**src/rtl/ahb_lite_mst_if.sv**
```systemverilog
// AHB-Lite bus bundle between a single master and its slave side.
//   master modport: drives address/control/write data, receives HREADY/HRESP/HRDATA
//   slave  modport: mirror image of master
interface ahb_lite_mst_if;
    logic [31:0] HADDR;
    logic [1:0]  HTRANS;
    logic        HWRITE;
    logic [2:0]  HSIZE;
    logic [2:0]  HBURST;
    logic [3:0]  HPROT;
    logic [63:0] HWDATA;
    logic        HREADY;
    logic        HRESP;
    logic [63:0] HRDATA;

    modport master (
        output HADDR, HTRANS, HWRITE, HSIZE, HBURST, HPROT, HWDATA,
        input  HREADY, HRESP, HRDATA
    );

    modport slave (
        input  HADDR, HTRANS, HWRITE, HSIZE, HBURST, HPROT, HWDATA,
        output HREADY, HRESP, HRDATA
    );
endinterface

```
**src/rtl/ahb_lite_mst.sv**
```systemverilog
// AHB-Lite single-transfer master fed by a command FIFO.
//   HCLK, HRESETn          : clock, asynchronous active-low reset
//   cmd_valid/cmd_ready    : command handshake; cmd_write/addr/size/wdata payload
//   rsp_valid/rdata/err    : one-cycle response pulse per command, in order
//   busy                   : work queued, on the bus, or a response being presented
//   ahb                    : AHB-Lite master side (NONSEQ/IDLE only, SINGLE bursts)
module ahb_lite_mst #(
    parameter int unsigned CMD_DEPTH = 4,
    parameter logic [3:0]  HPROT_VAL = 4'b0011
) (
    input  logic           HCLK,
    input  logic           HRESETn,
    input  logic           cmd_valid,
    output logic           cmd_ready,
    input  logic           cmd_write,
    input  logic [31:0]    cmd_addr,
    input  logic [2:0]     cmd_size,
    input  logic [63:0]    cmd_wdata,
    output logic           rsp_valid,
    output logic [63:0]    rsp_rdata,
    output logic           rsp_err,
    output logic           busy,
    ahb_lite_mst_if.master ahb
);
    localparam int unsigned AW = $clog2(CMD_DEPTH);

    typedef struct packed {
        logic        write;
        logic [31:0] addr;
        logic [2:0]  size;
        logic [63:0] wdata;
    } cmd_t;

    // Address-phase state doubles as the HTRANS encoding.
    typedef enum logic [1:0] {
        TR_IDLE   = 2'b00,
        TR_NONSEQ = 2'b10
    } trans_e;

    cmd_t        fifo_q [CMD_DEPTH];
    logic [AW:0] wr_ptr_q, rd_ptr_q, wr_ptr_d, rd_ptr_d;

    trans_e      trans_q;
    logic [31:0] haddr_q;
    logic        hwrite_q;
    logic [2:0]  hsize_q;
    logic [63:0] aph_wdata_q;
    logic [63:0] hwdata_q;
    logic        dph_vld_q, dph_write_q;
    logic        rsp_valid_q, rsp_err_q;
    logic [63:0] rsp_rdata_q;

    logic        empty, full, push, pop, cancel, fwd, nonempty_d;
    cmd_t        cmd_in, head_d;

    assign empty     = (wr_ptr_q == rd_ptr_q);
    assign full      = (wr_ptr_q[AW] != rd_ptr_q[AW]) &&
                       (wr_ptr_q[AW-1:0] == rd_ptr_q[AW-1:0]);
    assign cmd_ready = !full;
    assign push      = cmd_valid && !full;
    // Head leaves the FIFO only when its address phase is accepted.
    assign pop       = (trans_q == TR_NONSEQ) && ahb.HREADY;
    // First ERROR cycle: drop the pending address phase, command stays queued.
    assign cancel    = dph_vld_q && ahb.HRESP && !ahb.HREADY;

    assign wr_ptr_d   = wr_ptr_q + {{AW{1'b0}}, push};
    assign rd_ptr_d   = rd_ptr_q + {{AW{1'b0}}, pop};
    assign nonempty_d = (wr_ptr_d != rd_ptr_d);

    assign cmd_in = {cmd_write, cmd_addr, cmd_size, cmd_wdata};
    // The entry being written this edge is not in the array yet; forward it
    // when it becomes the new head so it goes out on the very next cycle.
    assign fwd    = push && (wr_ptr_q[AW-1:0] == rd_ptr_d[AW-1:0]);
    assign head_d = fwd ? cmd_in : fifo_q[rd_ptr_d[AW-1:0]];

    always_ff @(posedge HCLK) begin
        if (push) fifo_q[wr_ptr_q[AW-1:0]] <= cmd_in;
    end

    always_ff @(posedge HCLK or negedge HRESETn) begin
        if (!HRESETn) begin
            wr_ptr_q    <= '0;
            rd_ptr_q    <= '0;
            trans_q     <= TR_IDLE;
            haddr_q     <= '0;
            hwrite_q    <= 1'b0;
            hsize_q     <= '0;
            aph_wdata_q <= '0;
            hwdata_q    <= '0;
            dph_vld_q   <= 1'b0;
            dph_write_q <= 1'b0;
            rsp_valid_q <= 1'b0;
            rsp_rdata_q <= '0;
            rsp_err_q   <= 1'b0;
        end else begin
            wr_ptr_q <= wr_ptr_d;
            rd_ptr_q <= rd_ptr_d;

            // Address phase: while stalled the head is unchanged, so reloading
            // it keeps HADDR/control stable; IDLE leaves them holding.
            if (cancel || !nonempty_d) begin
                trans_q <= TR_IDLE;
            end else begin
                trans_q     <= TR_NONSEQ;
                haddr_q     <= head_d.addr;
                hwrite_q    <= head_d.write;
                hsize_q     <= head_d.size;
                aph_wdata_q <= head_d.wdata;
            end

            // Data phase: one HREADY edge both retires the current data phase
            // and promotes the accepted address phase.
            if (ahb.HREADY) begin
                dph_vld_q <= pop;
                if (pop) begin
                    dph_write_q <= hwrite_q;
                    if (hwrite_q) hwdata_q <= aph_wdata_q;
                end
            end

            rsp_valid_q <= dph_vld_q && ahb.HREADY;
            if (dph_vld_q && ahb.HREADY) begin
                rsp_rdata_q <= dph_write_q ? 64'h0 : ahb.HRDATA;
                rsp_err_q   <= ahb.HRESP;
            end
        end
    end

    assign ahb.HTRANS = trans_q;
    assign ahb.HADDR  = haddr_q;
    assign ahb.HWRITE = hwrite_q;
    assign ahb.HSIZE  = hsize_q;
    assign ahb.HBURST = 3'b000;
    assign ahb.HPROT  = HPROT_VAL;
    assign ahb.HWDATA = hwdata_q;

    assign rsp_valid = rsp_valid_q;
    assign rsp_rdata = rsp_rdata_q;
    assign rsp_err   = rsp_err_q;
    assign busy      = !empty || dph_vld_q || rsp_valid_q;
endmodule
```
**src/flat_wrapper.sv**
```systemverilog
// flat-port wrapper written by rule: the top's interface ports become plain ports
module ahb_lite_mst_flat 
#(
    parameter int unsigned CMD_DEPTH = 4,
    parameter logic [3:0]  HPROT_VAL = 4'b0011
)
  (HCLK, HRESETn, cmd_valid, cmd_ready, cmd_write, cmd_addr, cmd_size, cmd_wdata, rsp_valid, rsp_rdata, rsp_err, busy, ahb_HADDR, ahb_HTRANS, ahb_HWRITE, ahb_HSIZE, ahb_HBURST, ahb_HPROT, ahb_HWDATA, ahb_HREADY, ahb_HRESP, ahb_HRDATA);
  ahb_lite_mst_if ahb_i ();
  input  logic HCLK;
  input  logic HRESETn;
  input  logic cmd_valid;
  output logic cmd_ready;
  input  logic cmd_write;
  input  logic [31:0] cmd_addr;
  input  logic [2:0] cmd_size;
  input  logic [63:0] cmd_wdata;
  output logic rsp_valid;
  output logic [63:0] rsp_rdata;
  output logic rsp_err;
  output logic busy;
  output wire logic [$bits(ahb_i.HADDR)-1:0] ahb_HADDR;
  output wire logic [$bits(ahb_i.HTRANS)-1:0] ahb_HTRANS;
  output wire logic [$bits(ahb_i.HWRITE)-1:0] ahb_HWRITE;
  output wire logic [$bits(ahb_i.HSIZE)-1:0] ahb_HSIZE;
  output wire logic [$bits(ahb_i.HBURST)-1:0] ahb_HBURST;
  output wire logic [$bits(ahb_i.HPROT)-1:0] ahb_HPROT;
  output wire logic [$bits(ahb_i.HWDATA)-1:0] ahb_HWDATA;
  input wire logic [$bits(ahb_i.HREADY)-1:0] ahb_HREADY;
  input wire logic [$bits(ahb_i.HRESP)-1:0] ahb_HRESP;
  input wire logic [$bits(ahb_i.HRDATA)-1:0] ahb_HRDATA;
  assign ahb_HADDR = ahb_i.HADDR;
  assign ahb_HTRANS = ahb_i.HTRANS;
  assign ahb_HWRITE = ahb_i.HWRITE;
  assign ahb_HSIZE = ahb_i.HSIZE;
  assign ahb_HBURST = ahb_i.HBURST;
  assign ahb_HPROT = ahb_i.HPROT;
  assign ahb_HWDATA = ahb_i.HWDATA;
  assign ahb_i.HREADY = ahb_HREADY;
  assign ahb_i.HRESP = ahb_HRESP;
  assign ahb_i.HRDATA = ahb_HRDATA;
  ahb_lite_mst #(.CMD_DEPTH(CMD_DEPTH), .HPROT_VAL(HPROT_VAL)) u_core (.HCLK(HCLK), .HRESETn(HRESETn), .cmd_valid(cmd_valid), .cmd_ready(cmd_ready), .cmd_write(cmd_write), .cmd_addr(cmd_addr), .cmd_size(cmd_size), .cmd_wdata(cmd_wdata), .rsp_valid(rsp_valid), .rsp_rdata(rsp_rdata), .rsp_err(rsp_err), .busy(busy), .ahb(ahb_i));
endmodule
```
**config.mk**
```make
export PLATFORM = sky130hd
export DESIGN_NAME = ahb_lite_mst_flat
export DESIGN_NICKNAME = d
export VERILOG_FILES = /design/src/rtl/ahb_lite_mst_if.sv /design/src/rtl/ahb_lite_mst.sv /design/src/flat_wrapper.sv
export SDC_FILE = /design/constraint.sdc
export NUM_CORES = 1
export LEC_CHECK = 0
export BUFFER_PORTS_ARGS = -buffer_cell sky130_fd_sc_hd__buf_2
export CORE_MARGIN = 5
export CORE_UTILIZATION = 61
export DETAILED_ROUTE_END_ITERATION = 7
export GPL_TIMING_DRIVEN = 1
export PLACE_DENSITY = 0.84
export SETUP_SLACK_MARGIN = 0.4
export SYNTH_ARGS = -nofsm -noshare
export SYNTH_HDL_FRONTEND = slang
export SYNTH_SLANG_ARGS = --single-unit
```
**constraint.sdc**
```tcl
create_clock -name HCLK -period 14.1 [get_ports HCLK]
set_clock_uncertainty 0.1 [all_clocks]
set_input_delay 2.82 -clock HCLK [delete_from_list [all_inputs] [get_ports HCLK]]
set_output_delay 2.82 -clock HCLK [all_outputs]
set_load 0.01 [all_outputs]
```
==> metrics.yaml <==
status:
  outcome: "finished clean"
yosys:
  async_flop_share: 0.374
  yosysWarnings: 0
  syn_area_um2: 24600
  netlist.area_leader.share: 0.488
  synth_common_cells: "edfxtp_1, dfrtp_1, nand2_1"
  ys.flop_type: "edfxtp_1"
  synth_edf_count: 400
  syn_inst: 1426
  yosysTopAreaCell: "edfxtp_1"
  ys_top_cells_by_area: "edfxtp_1, dfrtp_1, mux4_2"
  ys_types: 30
  yosysSeqAreaShare: 0.730
  ys_ff_latch: 639
  yosysMostFrequentCell: "edfxtp_1"
  syn_area_per_cell_um2: 17.3
routing:
  drt-pass1-iter-count: 5
  avgRoutedWirePerCell_um: 23.2
  drtIter0Drc: 1138
  totalWireLength_mm: 54.2
  drc: 0
  ant_nets: 0
  vias: 13500
  viasPerCell: 5.78
clock_tree:
  cts_setup_buffers: 0
  htree_levels: 2
  tritoncts: "done"
  root_buffer: "clkbuf_16"
  cts_buffer_depth: 3
  cts_hold_buf: 0
  cts_made_buffers: 60
  insertion_delay_ps: 620
  postCtsResizedCells: 0
  cts_num_sinks: 639
  clk_pin_slew_worst_paths_ps: 60
global_routing:
  antenna_found_initial: 16
  grt_max_degree: 202
  globalRouteOverflowTotal: 0
  grt_pass1_wl_mm: 83.5
  grt_usage: 0.245
  grt_pass1_vias: 14300
final_layout:
  postLayoutCellArea_um2: 28700
  instances_no_fill: 2338
  syn_to_final_growth_pct: 16.7
  layout-drive-gt1-share: 0.346
  finalNetCount: 1929
timing:
  min_period_over_period: 0.469
  finalCriticalPeriod_ps: 6610
  setup_tns_ps: 0
  finalHoldViolations: 0
  fmax_ghz: 0.151
  setup_viol: 0
  worstMarginPinSlew_ps: 1050
  grt_setup_unrepaired: "no"
  maxSlewViolCount: 0
  relSlewSlack: 0.297
die:
  initial_core_util: 0.619
  core_um2: 39800
  rows: 73
  io_pins: 346
  die_area_um2: 44500
  die_h_um: 211
  die_w_um: 211
hold_path:
  hold_depth: 2
  hp-start: "u_core.rsp_rdata[0]$_DFFE_PN0P_"
  hold_path_class: "flop to flop"
critical_path:
  slowest_delay_ps: 950
  cp.required_ps: 14450
  crit_path_top_delay_cell: "ha_4"
  cp-end-kind: "flop"
  rr_startpoint: "u_core.ahb.HTRANS[1]$_DFF_PN0_"
  path_max_fanout: 65
  r2r_cells: 10
  start_kind: "input pin"
  crit_start: "ahb_HREADY"
  critPathKind: "input pin to flop"
  path_cells: "buf_2 > nand2_1 > inv_1 > ha_4 > ha_4 > xnor2_1 > and3_4 > buf_4 > buf_4 > mux2i_1 > o21ai_1"
  critPathArrivalTime_ps: 6970
placed_design:
  gp_congestion: 0.928
  place_hpwl_mm: 32.4
  port_buffers: 337
  dpl-instance-area_um2: 26700
  dpl.cell_count: 2219
power_and_ir_drop:
  p_per_area_nw_per_um2: 254
  ir_worst_vdd_mv: 0.312
  power.leakage_nw: 11.1
run:
  drv_cap: 0
-- layout by cell type, fill, tap and decap left out, types with 2 or more instances in the layout --
cell type  count
buf_4         15
inv_1          4
buf_2        336
mux2_2        65
edfxtp_1     400
clkinv_8       2
nand2b_1      64
nand2_4        2
clkbuf_16     61
and3_4         2
clkinv_1       7
mux2i_1      100
bufinv_16      6
xor2_1         6
diode_2        6
o21ai_1      100
conb_1         8
clkbuf_8       8
nand2_1      169
clkinv_2      16
xnor2_1        4
dfrtp_1      239
ha_4           2
ha_1           2
clkbuf_1      10
o21ai_0       64
nand3_1        2
mux4_2       100
-- power by group --
| group | internal, W | switching [W] | total [W] |
|---|---|---|---|
| registers | 0.00266 | 0.000260 | 0.00292 |
| clock network | 0.000948 | 0.000687 | 0.00163 |
| logic | 0.00120 | 0.00154 | 0.00275 |
-- per-layer routing --
layer / vias up / part of all wire / global-route usage
met1: 6831 / 0.39 / 0.321
li1: 5989 / - / -
met4: 18 / 0.033 / 0.0861
met5: - / 0.0021 / 0
met3: 121 / 0.078 / 0.0564
met2: 552 / 0.50 / 0.411
-- logic make-up after synthesis --
kind of cell	synth area share
AO/OA/AOI/OAI	0.0345
XOR/XNOR	0.00356
adder cells (fa/ha/maj)	0.00203
buffers and inverters	0.0223
flip-flops	0.730
multiplexers	0.162
other	0.000305
AND/OR/NAND/NOR	0.0451
-- worst paths after layout --
path                                                     end  slack, ps
max in group asynchronous  u_core.aph_wdata_q[0]$_DFFE_PN0N_       9430
hold reg to reg              u_core.rsp_rdata[0]$_DFFE_PN0P_        370
min in group asynchronous  u_core.ahb.HWDATA[37]$_DFFE_PN0P_       2150
hold / removal               u_core.rsp_rdata[0]$_DFFE_PN0P_        370
setup / recovery             u_core.ahb.HADDR[1]$_DFFE_PN0N_       7490
setup reg to reg             u_core.ahb.HADDR[1]$_DFFE_PN0N_       9460
-- area by class of cell --
| cell class | instances | area [um^2] |
|---|---|---|
| Antenna cell | 6 | 15.0 |
| Clock buffer | 79 | 1670 |
| Clock inverter | 34 | 365 |
| Fill cell | 2435 | 11100 |
| Inverter | 4 | 15.0 |
| Multi-Input combinational cell | 698 | 6180 |
| Sequential cell | 639 | 18000 |
| Tap cell | 525 | 657 |
| Timing Repair Buffer | 353 | 1830 |
-- critical path: cells and delay by family --
kind                     cells  cell delay (ps)
multiplexers                 1              330
AND/OR/NAND/NOR              2              640
AO/OA/AOI/OAI                1               80
adder cells (fa/ha/maj)      2             1140
buffers and inverters        4             1710
XOR/XNOR                     1              200
-- registers in the layout (all words and copies together) (netlist names) --
name,flops
u_core.ahb.HTRANS,1
u_core.ahb.HSIZE,3
u_core.fifo_q,400
u_core.dph_vld_q,1
u_core.rsp_rdata,64
u_core.ahb.HWDATA,64
u_core.rsp_err,1
u_core.rd_ptr_q,3
u_core.rsp_valid,1
u_core.aph_wdata_q,64
u_core.ahb.HADDR,32
u_core.ahb.HWRITE,1
u_core.wr_ptr_q,3
u_core.dph_write_q,1
-- stage by stage --
stage	util	setup WS (ps)	hold slack (ps)	total power (W)
5_1_grt	0.721	7080	398	0.00775
6_report	0.722	7490	373	0.00730
2_1_floorplan	-	2940	352	0.00494
3_5_place_dp	0.670	6860	366	0.00572
3_3_place_gp	0.670	6960	359	0.00559
4_1_cts	0.721	7490	380	0.00740
(Power assumes the default switching activity.)
